$ cat src/rtl/multdiv_sched_if.sv
// Bundle between the execute stage, the multiply/divide scheduler and the iterative
// mult/div unit. The scheduler connects through the slave modport.
interface multdiv_sched_if #(
  parameter int TAG_W = 5
);
  // Request handshake: an operation transfers on a rising edge where op_valid and
  // op_ready are both high; op_valid, op_is_div, op_a, op_b and op_tag must hold
  // steady until that edge, and op_ready never depends on op_valid.
  logic             op_valid;
  logic             op_is_div;
  logic [31:0]      op_a;
  logic [31:0]      op_b;
  logic [TAG_W-1:0] op_tag;
  logic             flush;
  logic             op_ready;
  logic             stall;

  logic             md_ctrl_MULT;
  logic             md_ctrl_DIV;
  logic [31:0]      md_operandA;
  logic [31:0]      md_operandB;
  logic [31:0]      md_result;
  logic             md_exception;
  logic             md_resultRDY;

  logic             wb_valid;
  logic [31:0]      wb_data;
  logic [TAG_W-1:0] wb_tag;
  logic             wb_exception;

  logic [2:0]       dbg_state;

  modport slave (
    input  op_valid, op_is_div, op_a, op_b, op_tag, flush,
    input  md_result, md_exception, md_resultRDY,
    output op_ready, stall,
    output md_ctrl_MULT, md_ctrl_DIV, md_operandA, md_operandB,
    output wb_valid, wb_data, wb_tag, wb_exception,
    output dbg_state
  );

  modport master (
    output op_valid, op_is_div, op_a, op_b, op_tag, flush,
    output md_result, md_exception, md_resultRDY,
    input  op_ready, stall,
    input  md_ctrl_MULT, md_ctrl_DIV, md_operandA, md_operandB,
    input  wb_valid, wb_data, wb_tag, wb_exception,
    input  dbg_state
  );
endinterface

$ cat src/rtl/multdiv_sched.sv
// Sequences one multiply/divide at a time through an iterative unit: latch, start pulse,
// wait for the result (with a timeout), one-cycle writeback; flush drains the busy unit.
module multdiv_sched #(
  parameter int TAG_W   = 5,
  parameter int TIMEOUT = 64
) (
  input  logic             clock,
  input  logic             reset,
  multdiv_sched_if.slave   bus
);

  localparam int                CNT_W    = $clog2(TIMEOUT + 1);
  localparam logic [CNT_W-1:0]  CNT_LAST = CNT_W'(TIMEOUT - 1);

  typedef enum logic [2:0] {
    S_IDLE  = 3'd0,
    S_ISSUE = 3'd1,
    S_WAIT  = 3'd2,
    S_DONE  = 3'd3,
    S_DRAIN = 3'd4
  } state_t;

  state_t           r_state;
  state_t           w_next;
  logic [31:0]      r_a;
  logic [31:0]      r_b;
  logic [TAG_W-1:0] r_tag;
  logic             r_is_div;
  logic [CNT_W-1:0] r_cnt;
  logic [31:0]      r_wb_data;
  logic [TAG_W-1:0] r_wb_tag;
  logic             r_wb_exc;

  logic             w_ready;
  logic             w_accept;
  logic             w_capture;
  logic             w_timeout;

  always_ff @(posedge clock or posedge reset) begin
    if (reset) r_state <= S_IDLE;
    else       r_state <= w_next;
  end

  // The unit raises md_resultRDY while idle, so it is only meaningful in WAIT and DRAIN.
  always_comb begin
    w_next    = r_state;
    w_accept  = 1'b0;
    w_capture = 1'b0;
    w_timeout = 1'b0;
    case (r_state)
      S_IDLE: begin
        if (bus.op_valid && !bus.flush) begin
          w_accept = 1'b1;
          w_next   = S_ISSUE;
        end
      end
      S_ISSUE: w_next = bus.flush ? S_DRAIN : S_WAIT;
      S_WAIT: begin
        if (bus.flush) begin
          w_next = S_DRAIN;
        end else if (bus.md_resultRDY) begin
          w_capture = 1'b1;
          w_next    = S_DONE;
        end else if (r_cnt == CNT_LAST) begin
          w_timeout = 1'b1;
          w_next    = S_DONE;
        end
      end
      S_DONE:  w_next = S_IDLE;
      S_DRAIN: if (bus.md_resultRDY) w_next = S_IDLE;
      default: w_next = S_IDLE;
    endcase
  end

  always_ff @(posedge clock or posedge reset) begin
    if (reset) begin
      r_a      <= '0;
      r_b      <= '0;
      r_tag    <= '0;
      r_is_div <= 1'b0;
    end else if (w_accept) begin
      r_a      <= bus.op_a;
      r_b      <= bus.op_b;
      r_tag    <= bus.op_tag;
      r_is_div <= bus.op_is_div;
    end
  end

  // Cleared while in ISSUE so the first WAIT cycle sees zero.
  always_ff @(posedge clock or posedge reset) begin
    if (reset)                  r_cnt <= '0;
    else if (r_state == S_ISSUE) r_cnt <= '0;
    else if (r_state == S_WAIT)  r_cnt <= r_cnt + CNT_W'(1);
  end

  always_ff @(posedge clock or posedge reset) begin
    if (reset) begin
      r_wb_data <= '0;
      r_wb_tag  <= '0;
      r_wb_exc  <= 1'b0;
    end else if (w_capture) begin
      r_wb_data <= bus.md_result;
      r_wb_tag  <= r_tag;
      r_wb_exc  <= bus.md_exception;
    end else if (w_timeout) begin
      r_wb_data <= '0;
      r_wb_tag  <= r_tag;
      r_wb_exc  <= 1'b1;
    end
  end

  assign w_ready          = (r_state == S_IDLE);
  assign bus.op_ready     = w_ready;
  assign bus.stall        = (r_state != S_IDLE) | (bus.op_valid & ~w_ready);
  assign bus.md_ctrl_MULT = (r_state == S_ISSUE) & ~r_is_div;
  assign bus.md_ctrl_DIV  = (r_state == S_ISSUE) &  r_is_div;
  assign bus.md_operandA  = r_a;
  assign bus.md_operandB  = r_b;
  assign bus.wb_valid     = (r_state == S_DONE) & ~bus.flush;
  assign bus.wb_data      = r_wb_data;
  assign bus.wb_tag       = r_wb_tag;
  assign bus.wb_exception = r_wb_exc;
  assign bus.dbg_state    = r_state;

endmodule

$ cat src/flat_wrapper.sv
// flat-port wrapper written by rule: the top's interface ports become plain ports
module multdiv_sched_flat 
#(
  parameter int TAG_W   = 5,
  parameter int TIMEOUT = 64
)
  (clock, reset, bus_op_valid, bus_op_is_div, bus_op_a, bus_op_b, bus_op_tag, bus_flush, bus_md_result, bus_md_exception, bus_md_resultRDY, bus_op_ready, bus_stall, bus_md_ctrl_MULT, bus_md_ctrl_DIV, bus_md_operandA, bus_md_operandB, bus_wb_valid, bus_wb_data, bus_wb_tag, bus_wb_exception, bus_dbg_state);
  multdiv_sched_if #(.TAG_W(TAG_W)) bus_i ();
  input  logic clock;
  input  logic reset;
  input wire logic [$bits(bus_i.op_valid)-1:0] bus_op_valid;
  input wire logic [$bits(bus_i.op_is_div)-1:0] bus_op_is_div;
  input wire logic [$bits(bus_i.op_a)-1:0] bus_op_a;
  input wire logic [$bits(bus_i.op_b)-1:0] bus_op_b;
  input wire logic [$bits(bus_i.op_tag)-1:0] bus_op_tag;
  input wire logic [$bits(bus_i.flush)-1:0] bus_flush;
  input wire logic [$bits(bus_i.md_result)-1:0] bus_md_result;
  input wire logic [$bits(bus_i.md_exception)-1:0] bus_md_exception;
  input wire logic [$bits(bus_i.md_resultRDY)-1:0] bus_md_resultRDY;
  output wire logic [$bits(bus_i.op_ready)-1:0] bus_op_ready;
  output wire logic [$bits(bus_i.stall)-1:0] bus_stall;
  output wire logic [$bits(bus_i.md_ctrl_MULT)-1:0] bus_md_ctrl_MULT;
  output wire logic [$bits(bus_i.md_ctrl_DIV)-1:0] bus_md_ctrl_DIV;
  output wire logic [$bits(bus_i.md_operandA)-1:0] bus_md_operandA;
  output wire logic [$bits(bus_i.md_operandB)-1:0] bus_md_operandB;
  output wire logic [$bits(bus_i.wb_valid)-1:0] bus_wb_valid;
  output wire logic [$bits(bus_i.wb_data)-1:0] bus_wb_data;
  output wire logic [$bits(bus_i.wb_tag)-1:0] bus_wb_tag;
  output wire logic [$bits(bus_i.wb_exception)-1:0] bus_wb_exception;
  output wire logic [$bits(bus_i.dbg_state)-1:0] bus_dbg_state;
  assign bus_i.op_valid = bus_op_valid;
  assign bus_i.op_is_div = bus_op_is_div;
  assign bus_i.op_a = bus_op_a;
  assign bus_i.op_b = bus_op_b;
  assign bus_i.op_tag = bus_op_tag;
  assign bus_i.flush = bus_flush;
  assign bus_i.md_result = bus_md_result;
  assign bus_i.md_exception = bus_md_exception;
  assign bus_i.md_resultRDY = bus_md_resultRDY;
  assign bus_op_ready = bus_i.op_ready;
  assign bus_stall = bus_i.stall;
  assign bus_md_ctrl_MULT = bus_i.md_ctrl_MULT;
  assign bus_md_ctrl_DIV = bus_i.md_ctrl_DIV;
  assign bus_md_operandA = bus_i.md_operandA;
  assign bus_md_operandB = bus_i.md_operandB;
  assign bus_wb_valid = bus_i.wb_valid;
  assign bus_wb_data = bus_i.wb_data;
  assign bus_wb_tag = bus_i.wb_tag;
  assign bus_wb_exception = bus_i.wb_exception;
  assign bus_dbg_state = bus_i.dbg_state;
  multdiv_sched #(.TAG_W(TAG_W), .TIMEOUT(TIMEOUT)) u_core (.clock(clock), .reset(reset), .bus(bus_i));
endmodule
$ cat config.mk
export PLATFORM = sky130hd
export DESIGN_NAME = multdiv_sched_flat
export DESIGN_NICKNAME = d
export VERILOG_FILES = /design/src/rtl/multdiv_sched_if.sv /design/src/rtl/multdiv_sched.sv /design/src/flat_wrapper.sv
export SDC_FILE = /design/constraint.sdc
export NUM_CORES = 1
export LEC_CHECK = 0
export CORE_MARGIN = 8
export CORE_UTILIZATION = 44
export DETAILED_ROUTE_END_ITERATION = 8
export GPL_TIMING_DRIVEN = 0
export PLACE_DENSITY = 0.8
export SYNTH_ARGS = -nofsm -noshare
export SYNTH_HDL_FRONTEND = slang
export SYNTH_SLANG_ARGS = --single-unit
$ cat constraint.sdc
create_clock -name clock -period 4.4 [get_ports clock]
set_clock_uncertainty 0.05 [all_clocks]
set_input_delay 0.88 -clock clock [delete_from_list [all_inputs] [get_ports clock]]
set_output_delay 0.88 -clock clock [all_outputs]
set_load 0.02 [all_outputs]
[Word level (Yosys, flattened, before mapping)]
Cells that the tools add are included.
Storage, ports and cells
  logic and storage cells: 57
  register bits: 118
  output and inout port bits: 110
Cells by class
  equality and inequality tests: 8
  bitwise logic cells: 8
  add/subtract/negate cells: 1
  muxes and demuxes: 24
  reductions and logical operators: 7
Operator list (number)
  $mux W32: 2
  $mux W3: 6
  $mux W7: 2
  $pmux W3 S4: 1
  $mux W1: 11
  $mux W5: 2
  $add A7 B1 Y7 const B: 1
  $eq A7 B6 Y1 const B: 1
  $eq A3 B2 Y1 const B: 2
  $and A1 B1 Y1: 4
  $ne A2 B2 Y1 const B: 2
  $ne A4 B3 Y1 const B: 1
  $reduce_bool A2 Y1: 2
  $eq A3 B1 Y1 const B: 1
  $eq A3 B3 Y1 const B: 1
  $logic_not A3 Y1: 1
  $not A1 Y1: 3
  $reduce_and A3 Y1: 1
  $reduce_bool A3 Y1: 1
  $logic_and A1 B1 Y1: 1
  $logic_not A1 Y1: 1
  $or A1 B1 Y1: 1

[Longest topological paths before layout]
Gate-level depths: netlist of run 1.
  depth after elaboration: 7
  depth in mapped cells: 6
  mapped depth without buffers: 4

[Least setup slack after synthesis of run 1]
OpenSTA, ideal clock, no wires.
  kind: reg2out
  start point: register u_core.r_state[0] (netlist: u_core.bus.dbg_state[0])
  end point: output port bus_wb_valid
  setup slack: 2.071 ns
  arrival time: 1.399 ns
  path buffers: 2
  cell stages (with the launch flop): 5
  cells stage by stage: dfrtp_1 > buf_6 > clkbuf_1 > nand2_1 > nor3_1
Between the ends
  longest elaborated chain between the ends: 2
Ends and longest elaborated chain
  start, declared: line multdiv_sched.sv:23  | state_t r_state;
  start signal, assigned: line multdiv_sched.sv:41  | else r_state <= w_next;
  $eq A3 B2 Y1: line multdiv_sched.sv:119  | assign bus.wb_valid = (r_state == S_DONE) & ~bus.flush;
  $and A1 B1 Y1: line multdiv_sched.sv:119
  end, declared: line flat_wrapper.sv:26  | output wire logic [$bits(bus_i.wb_valid)-1:0] bus_wb_valid;
No other way between the ends.

[Worst setup path in the final report of run 1]
  start point: input port bus_flush
  end point: output port bus_wb_valid
Between the ends
  longest elaborated chain between the ends: 2
Ends and longest elaborated chain
  start, declared: line flat_wrapper.sv:16  | input wire logic [$bits(bus_i.flush)-1:0] bus_flush;
  $not A1 Y1: line multdiv_sched.sv:119
  $and A1 B1 Y1: line multdiv_sched.sv:119
No other way between the ends.

==> metrics.md, run 1 <==
| Metric | Value |
|---|---|
| Critical path required time | 3.47 ns |
| Critical path buffer and inverter count | 2 |
| Worst-skew pair later-pin latency | 0.40 ns |
| Commonest non-fill, non-tap cells in the layout | 217 x clkdlybuf4s50_1, 118 x dfrtp_1, 75 x o21ai_0, 72 x nand3_1, 70 x mux2_4 |
| Leakage power | roughly 3.6 nW |
| Post-DRT Antenna Nets | 0 |
| Die area | around 17000 um2 |
| RSZ-0062 raised after global routing | no |
| Initial antenna violation count | 0 |
| Mux cell area share after synthesis | 19.6% |
| Commonest non-fill, non-tap cell in the layout | clkdlybuf4s50_1 |
| Number of CTS-inserted buffers | 17 |
| Die height | roughly 130 um |
| Initial DRC count | approximately 210 |
| Largest net degree at the start of global routing | 75 |
| Fin crit share | between 70% and 80% |
| Routed WL | 17400 um |
| CTS tree | built |
| Fmax | about 320 MHz |
| Util after Layout | ~69% |
| Vias in the first global route | slightly above 5000 |
| Root buf cell | clkbuf_16 |
| Post-synthesis cell type count | 37 |
| DR DRC count | 0 |
| GRT met2 Usage | 33.3% |
| Crit path arrival time | 2.24 ns |
| Worst VDD drop | 0.000402 V |
| Clock Sinks | approximately 120 |
| Async SR Flop Fraction | 100% |
| Area delta synth->final | 53.4% |
| Ant diodes | 0 |
| Grt met1 use | 24.1% |
| Worst-Margin Slew | 0.555 ns |
| CORE AREA | approximately 13000 um2 |
| Std-Cell Rows | 41 |
| Cell count after synthesis | 485 |
| CTS max path bufs | 2 |
| Placer congestion estimate | 0.773 |
| EDFF count, synth | 0 |
| Placed insts | ~900 |
| Hold_buf cts | 0 |
| Avg WL per Cell | 19.2 um |
| Crit path kind | input port to primary output |
| Fin. Hold Viols | 0 |
| Synthesized net count | 594 |
| WHS | about 0.43 ns |
| Initial Util | between 40 and 50% |
| Maxcap violations | 0 |
| DR vias | roughly 4700 |
| Setup crit end kind | primary output |
| M3 GR Usage | 11.0% |
| Critical-path cell list | clkdlybuf4s50_1 -> nor3_1 -> clkdlybuf4s50_1 |
| Syn avg cell area | 11.7 um2 |
| Gr busiest metal | met2 |
| Simple-gate portion of the synthesized area | 15.3% |
| Synth Flop Type | dfrtp_1 |
| Xor-xnor portion of the synthesized cell area | 0.154% |
| Synth Cell Area | 5680 um2 |
| CP top delay family | buffers and inverters |
| Crit path launch type | input port |
| Post-synth top area cell | dfrtp_1 |
| Post-CTS Setup Bufs | 0 |
| Compound-gate portion of the synthesized area | 8.59% |
| First-pass GRT wire length | 27500 um |
| Hold crit path type | register to register |
| Largest family of logic cells by synthesized area | multiplexers |
| Post-synthesis register bit count | 118 |
| Yosys warning total | 0 |
| Fraction of layout cells with a size suffix above 1 | 16.1% |
| Gr usage total | 21.0% |
| Adder-Cell Fraction of Synth Area | 0.220% |
| HPWL after detailed placement | ~13000 um |
| DR vias/cell | roughly 5.2 |
| Min cycle time layout | 3.17 ns |
| Finished Layout Cells | 906 |
| Top-area cell type share of the netlist area | 52.0% |
| Seq/Total Area, Yosys | a little over half |
| I/O pins | around 220 |
| Critical path peak fanout | 6 |
| Crit-path max cell delay | 0.63 ns |
| H-Tree Depth | 4 |
| Post-cts gate resize count | 0 |
| Layout Nets | 831 |
| Most used cell, CP | clkdlybuf4s50_1 |
| Final setup viols | 0 |
| Ranking of synthesized cells by area | dfrtp_1 52%, mux2_4 19%, o21ai_0 6.6%, nand3_1 6.3%, nor2b_1 4.2% |
| PD cells | 669 nW/um2 |
| Grt total ovfl | 0 |
| Status | finished, final reports clean |
| Die Wd | about 130 um |
| Clk pin slew, worst setup/hold paths | 0.05 ns |
| Drt first pass iters | 4 |
| Slew Viols, Final | 0 |
| PortBufs | 217 |
| Slew margin rel. | between 60 and 70% |
| Overall power | slightly below 6 mW |
| Setup_tns | 0 ns |
| Max stage delay cell, worst path | clkdlybuf4s50_1 |
## per-stage QoR
step	instance area (um2)	setup WS [ns]
after global routing	8710	1.12
after detailed placement	8100	1.23
final	8710	1.23
after floorplan	5680	0.341
after global placement	8070	-1.24
after CTS	8710	1.21
## cell usage after synthesis, types with 3 or more instances
cell,count
a21oi_1,4
and2_1,6
buf_1,3
buf_2,6
buf_6,8
clkbuf_1,25
dfrtp_1,118
inv_1,3
mux2_4,70
mux2i_1,6
nand2_1,9
nand3_1,72
nand4_1,5
nor2_1,4
nor2b_1,38
nor3_1,3
o21ai_0,75
or3_1,4
## worst reg2reg max path, cell delays in order (launching register included)
cell,delay (ns)
dfrtp_1,0.39
buf_6,0.14
nor4b_1,0.29
clkbuf_1,0.47
buf_2,0.33
mux2i_1,0.21
nand3_1,0.09
## flip-flops by register name, indices dropped and copies added, names as in the netlist
name	cells
u_core.r_is_div	1
u_core.bus.md_operandB	32
u_core.bus.wb_data	32
u_core.bus.md_operandA	32
u_core.bus.wb_exception	1
u_core.bus.wb_tag	5
u_core.bus.dbg_state	3
u_core.r_cnt	7
u_core.r_tag	5
## cells by family after synthesis
logic type	after synthesis
muxes	76
DFF	118
adders and majority gates	1
AOI/OAI and AO/OA	90
xor gates and xnor gates	1
and+or+nand+nor	154
buffers and inverters	45
## report_power, final
| part | switching, mW | leakage, nW | internal, mW |
|---|---|---|---|
| combinational | 1.17 | 2.00 | 1.42 |
| sequential | 0.297 | 1.31 | 1.50 |
| clock | 0.473 | 0.296 | 0.971 |
## final cells by class
class	count	area, um2
multi-input cells	322	2490
inverters	3	16.3
well taps	172	215
fillers	936	3910
clock inverters	9	150
repair buffers	218	2200
clock buffers	22	464
flip-flops and latches	118	2950
plain buffers	42	225
## per-layer routing
metal,share of wire (%),wire length (um),vias to the layer above
li1,-,-,2187
met1,38,6690,2272
met2,46,8080,240
met3,14,2380,23
met4,1.5,259,0
met5,0,0,-
## path summary, 6_finish.rpt
| kind | slack [ns] | depth (start not counted) | end | startpoint |
|---|---|---|---|---|
| min in group asynchronous | 0.83 | 2 | u_core.bus.md_operandA[8]$_DFFE_PP0P_ | reset |
| min reg2reg | 0.43 | 1 | u_core.r_cnt[6]$_DFFE_PP0P_ | u_core.r_cnt[6]$_DFFE_PP0P_ |
| max in group asynchronous | 2.77 | 3 | u_core.bus.wb_data[15]$_DFFE_PP0P_ | reset |
| min | 0.43 | 1 | u_core.r_cnt[6]$_DFFE_PP0P_ | u_core.r_cnt[6]$_DFFE_PP0P_ |
| max reg2reg | 2.31 | 6 | u_core.bus.wb_tag[1]$_DFFE_PP0P_ | u_core.bus.dbg_state[0]$_DFFE_PP0P_ |
| max | 1.23 | 3 | bus_wb_valid | bus_flush |
No activity file was read; power rests on OpenSTA's default activity.
==> run 2, diff against run 1 <==
Settings changed: CORE_UTILIZATION 44 to 40, PLACE_DENSITY 0.8 to 0.77.
Clock period 4.4 ns to 2.6 ns, I/O delays scaled along.
==> metrics.md, run 2 (synthesis results as in run 1) <==
| Metric | Value |
|---|---|
| Slew margin rel. | 47.0% (-16 points) |
| Hold depth | 1 (unchanged) |
| Fin crit share | 94.1% |
| Reg2reg path depth | 6 (unchanged) |
| Sw Pwr | 3.24 mW (+67%) |
| Fillers | 1089 (+16%) |
| R2r endpoint | u_core.bus.wb_tag[1]$_DFFE_PP0P_ |
| Util after Layout | 62.3% (-6.7 points) |
| Layout Nets | 832 (+0.12%) |
| DR DRC count | 0 (unchanged) |
| Routed WL | 17700 um (+1.8%) |
| PortBufs | 217 (unchanged) |
| H-Tree Depth | 4 (unchanged) |
| CORE AREA | 13900 um2 (+10%) |
| Final worst slack | 0.154 ns (-1.08 ns) |
| Hold Path Sink | u_core.r_cnt[6]$_DFFE_PP0P_ |
| Vias in the first global route | 5195 (+0.83%) |
| Hold crit path type | register to register |
| Final setup viols | 0 (unchanged) |
| Root buf cell | clkbuf_16 |
| Post-route cell area | 8650 um2 (-0.73%) |
| Commonest non-fill, non-tap cell in the layout | clkdlybuf4s50_1 |
| Slew Viols, Final | 0 (unchanged) |
| Clk pin slew, worst setup/hold paths | 0.05 ns (about the same) |
| Fin. Hold Viols | 0 (unchanged) |
| Initial DRC count | 257 (+22%) |
| Fraction of layout cells with a size suffix above 1 | 16.3% (+0.18 points) |
| HPWL after detailed placement | 13600 um (+5.4%) |
| Ant diodes | 0 (unchanged) |
| Die Wd | 135 um (+4.3%) |
| Fmax | 409 MHz |
| Commonest non-fill, non-tap cells in the layout | 212 x clkdlybuf4s50_1, 118 x dfrtp_1, 75 x o21ai_0, 72 x nand3_1, 70 x mux2_4 |
| Worst-Margin Slew | 0.793 ns (+0.238 ns) |
| Initial Util | 40.9% (-4.1 points) |
| Leakage power | 3.60 nW (+0.11%) |
| DR vias/cell | 5.19 (-0.43%) |
| Setup crit end kind | primary output |
| Largest net degree at the start of global routing | 44 (-41%) |
| Crit path launch type | register |
| Die area | 18300 um2 (+8.7%) |
| Area delta synth->final | 52.3% |
| Min cycle time layout | 2.45 ns |
| Placed insts | 884 (+1.0%) |
| I/O pins | 218 (unchanged) |
| First-pass GRT wire length | 28400 um (+3.3%) |
| Die height | 135 um (+4.3%) |
| Critical path peak fanout | 10 (+4) |
| Worst-skew pair later-pin latency | 0.40 ns (about the same) |
| Status | finished, final reports clean |
| Gr usage total | 19.8% (-1.1 points) |
| Drt first pass iters | 4 (unchanged) |
| Sequential Power Share | 31.9% (+1.1 points) |
| CTS max path bufs | 2 (unchanged) |
| Post-DRT Antenna Nets | 0 (unchanged) |
| Crit path kind | register to primary output |
| Avg WL per Cell | 19.4 um (+1.1%) |
| Worst VDD drop | 0.000686 V (+71%) |
| Initial antenna violation count | 0 (unchanged) |
| Maxcap violations | 0 (unchanged) |
| Critical path required time | 2.03 ns (-1.44 ns) |
| Internal power | 6.25 mW (+61%) |
| Clock Sinks | 118 (unchanged) |
| Finished Layout Cells | 912 (+0.66%) |
| Flop2flop setup slack | 0.44 ns (-1.87 ns) |
| Sw Share | 34.1% (+0.81 points) |
| PD cells | 1100 nW/um2 (+64%) |
| CTS tree | built |
| Comb pwr share | 46.2% (+1.8 points) |
| DR vias | 4733 (+0.23%) |
| Pre-CTS setup slack | -0.0941 ns (-1.32 ns) |
| R2r startpoint | u_core.bus.dbg_state[0]$_DFFE_PP0P_ |
| Placer congestion estimate | 0.813 (+5.2%) |
| Grt total ovfl | 0 (unchanged) |
| Crit path arrival time | 1.88 ns (-0.36 ns) |
| Min-delay src | u_core.r_cnt[6]$_DFFE_PP0P_ |
| Std-Cell Rows | 43 (+4.9%) |
| RSZ-0062 raised after global routing | no |
| Clock power frac | 21.9% (-2.9 points) |
| Overall power | 9.49 mW (+63%) |
| DP Area | 8120 um2 (+0.26%) |
| Number of CTS-inserted buffers | 17 (unchanged) |
[run 2: cell count changes in the layout (fill, tap and decap cells not counted)]
cell and delta:
bufinv_16 -3, buf_16 -1, clkbuf_2 +2, clkbuf_4 +1, nor3b_1 -1, dlygate4sd2_1 +4, nor3b_2 +1, clkdlybuf4s50_1 -5
inv_6 -1, buf_12 +2, clkbuf_1 -2, dlymetal6s2s_1 +1
[run 2: worst max path at each step]
stage,startpoint,to,slack (ns),cells after the start
after global routing,u_core.bus.dbg_state[2]$_DFFE_PP0P_,bus_md_ctrl_MULT,0.07,3
after CTS,u_core.bus.dbg_state[1]$_DFFE_PP0P_,bus_wb_valid,0.01,4
after global placement,reset,u_core.bus.md_operandA[26]$_DFFE_PP0P_,-0.50,2
after floorplan,reset,u_core.bus.dbg_state[0]$_DFFE_PP0P_,0.59,1
after detailed placement,bus_flush,u_core.bus.wb_tag[1]$_DFFE_PP0P_,-0.09,6
final,u_core.bus.dbg_state[2]$_DFFE_PP0P_,bus_md_ctrl_MULT,0.15,3
[run 2: final cells by class]
type	instances	area (um2)	area share, %
sequential	118	2950	34.1
multi-input combinational	322	2490	28.8
inverter	3	15.0	0.174
clock inverter	5	52.6	0.608
clock buffer	23	468	5.41
timing repair buffer	219	2210	25.5
buffer	42	231	2.68
tap	180	225	2.60
[run 2: timing repair]
item,CTS,global route
hold buffers,0,0
resized for setup,9,1
setup endpoints to repair,5,1
buffers inserted,0,0
pin swaps,0,0
[run 2: worst max-delay path, stage by stage, from the launching register on]
cell and delay [ns]:
dfrtp_1 0.48, or3b_2 0.54, nor2_1 0.11, dlygate4sd2_1 0.34
[run 2: through the flow]
| step | setup TNS, ns | hold WS, ns |
|---|---|---|
| after CTS | 0 | 0.452 |
| final | 0 | 0.446 |
| after detailed placement | -0.126 | 0.441 |
| after global routing | 0 | 0.474 |
| after global placement | -57.62 | 0.425 |
| after floorplan | 0 | 0.404 |
[run 2: power groups by stage]
stage                     clock (mW)  combinational [mW]  sequential, mW
after floorplan                    0                1.72            3.71
after global placement             0                4.33            3.00
after detailed placement           0                4.44            3.01
after CTS                       2.14                4.43            3.03
after global routing            2.23                4.65            3.12
final                           2.08                4.38            3.03
[run 2: per-layer routing]
metal,share of wire (%),vias to the layer above,global-route usage [%]
met3,12,22,10.3
met4,1.8,0,7.22
met2,47,218,31.4
li1,-,2196,-
met1,40,2297,22.4
met5,0,-,0
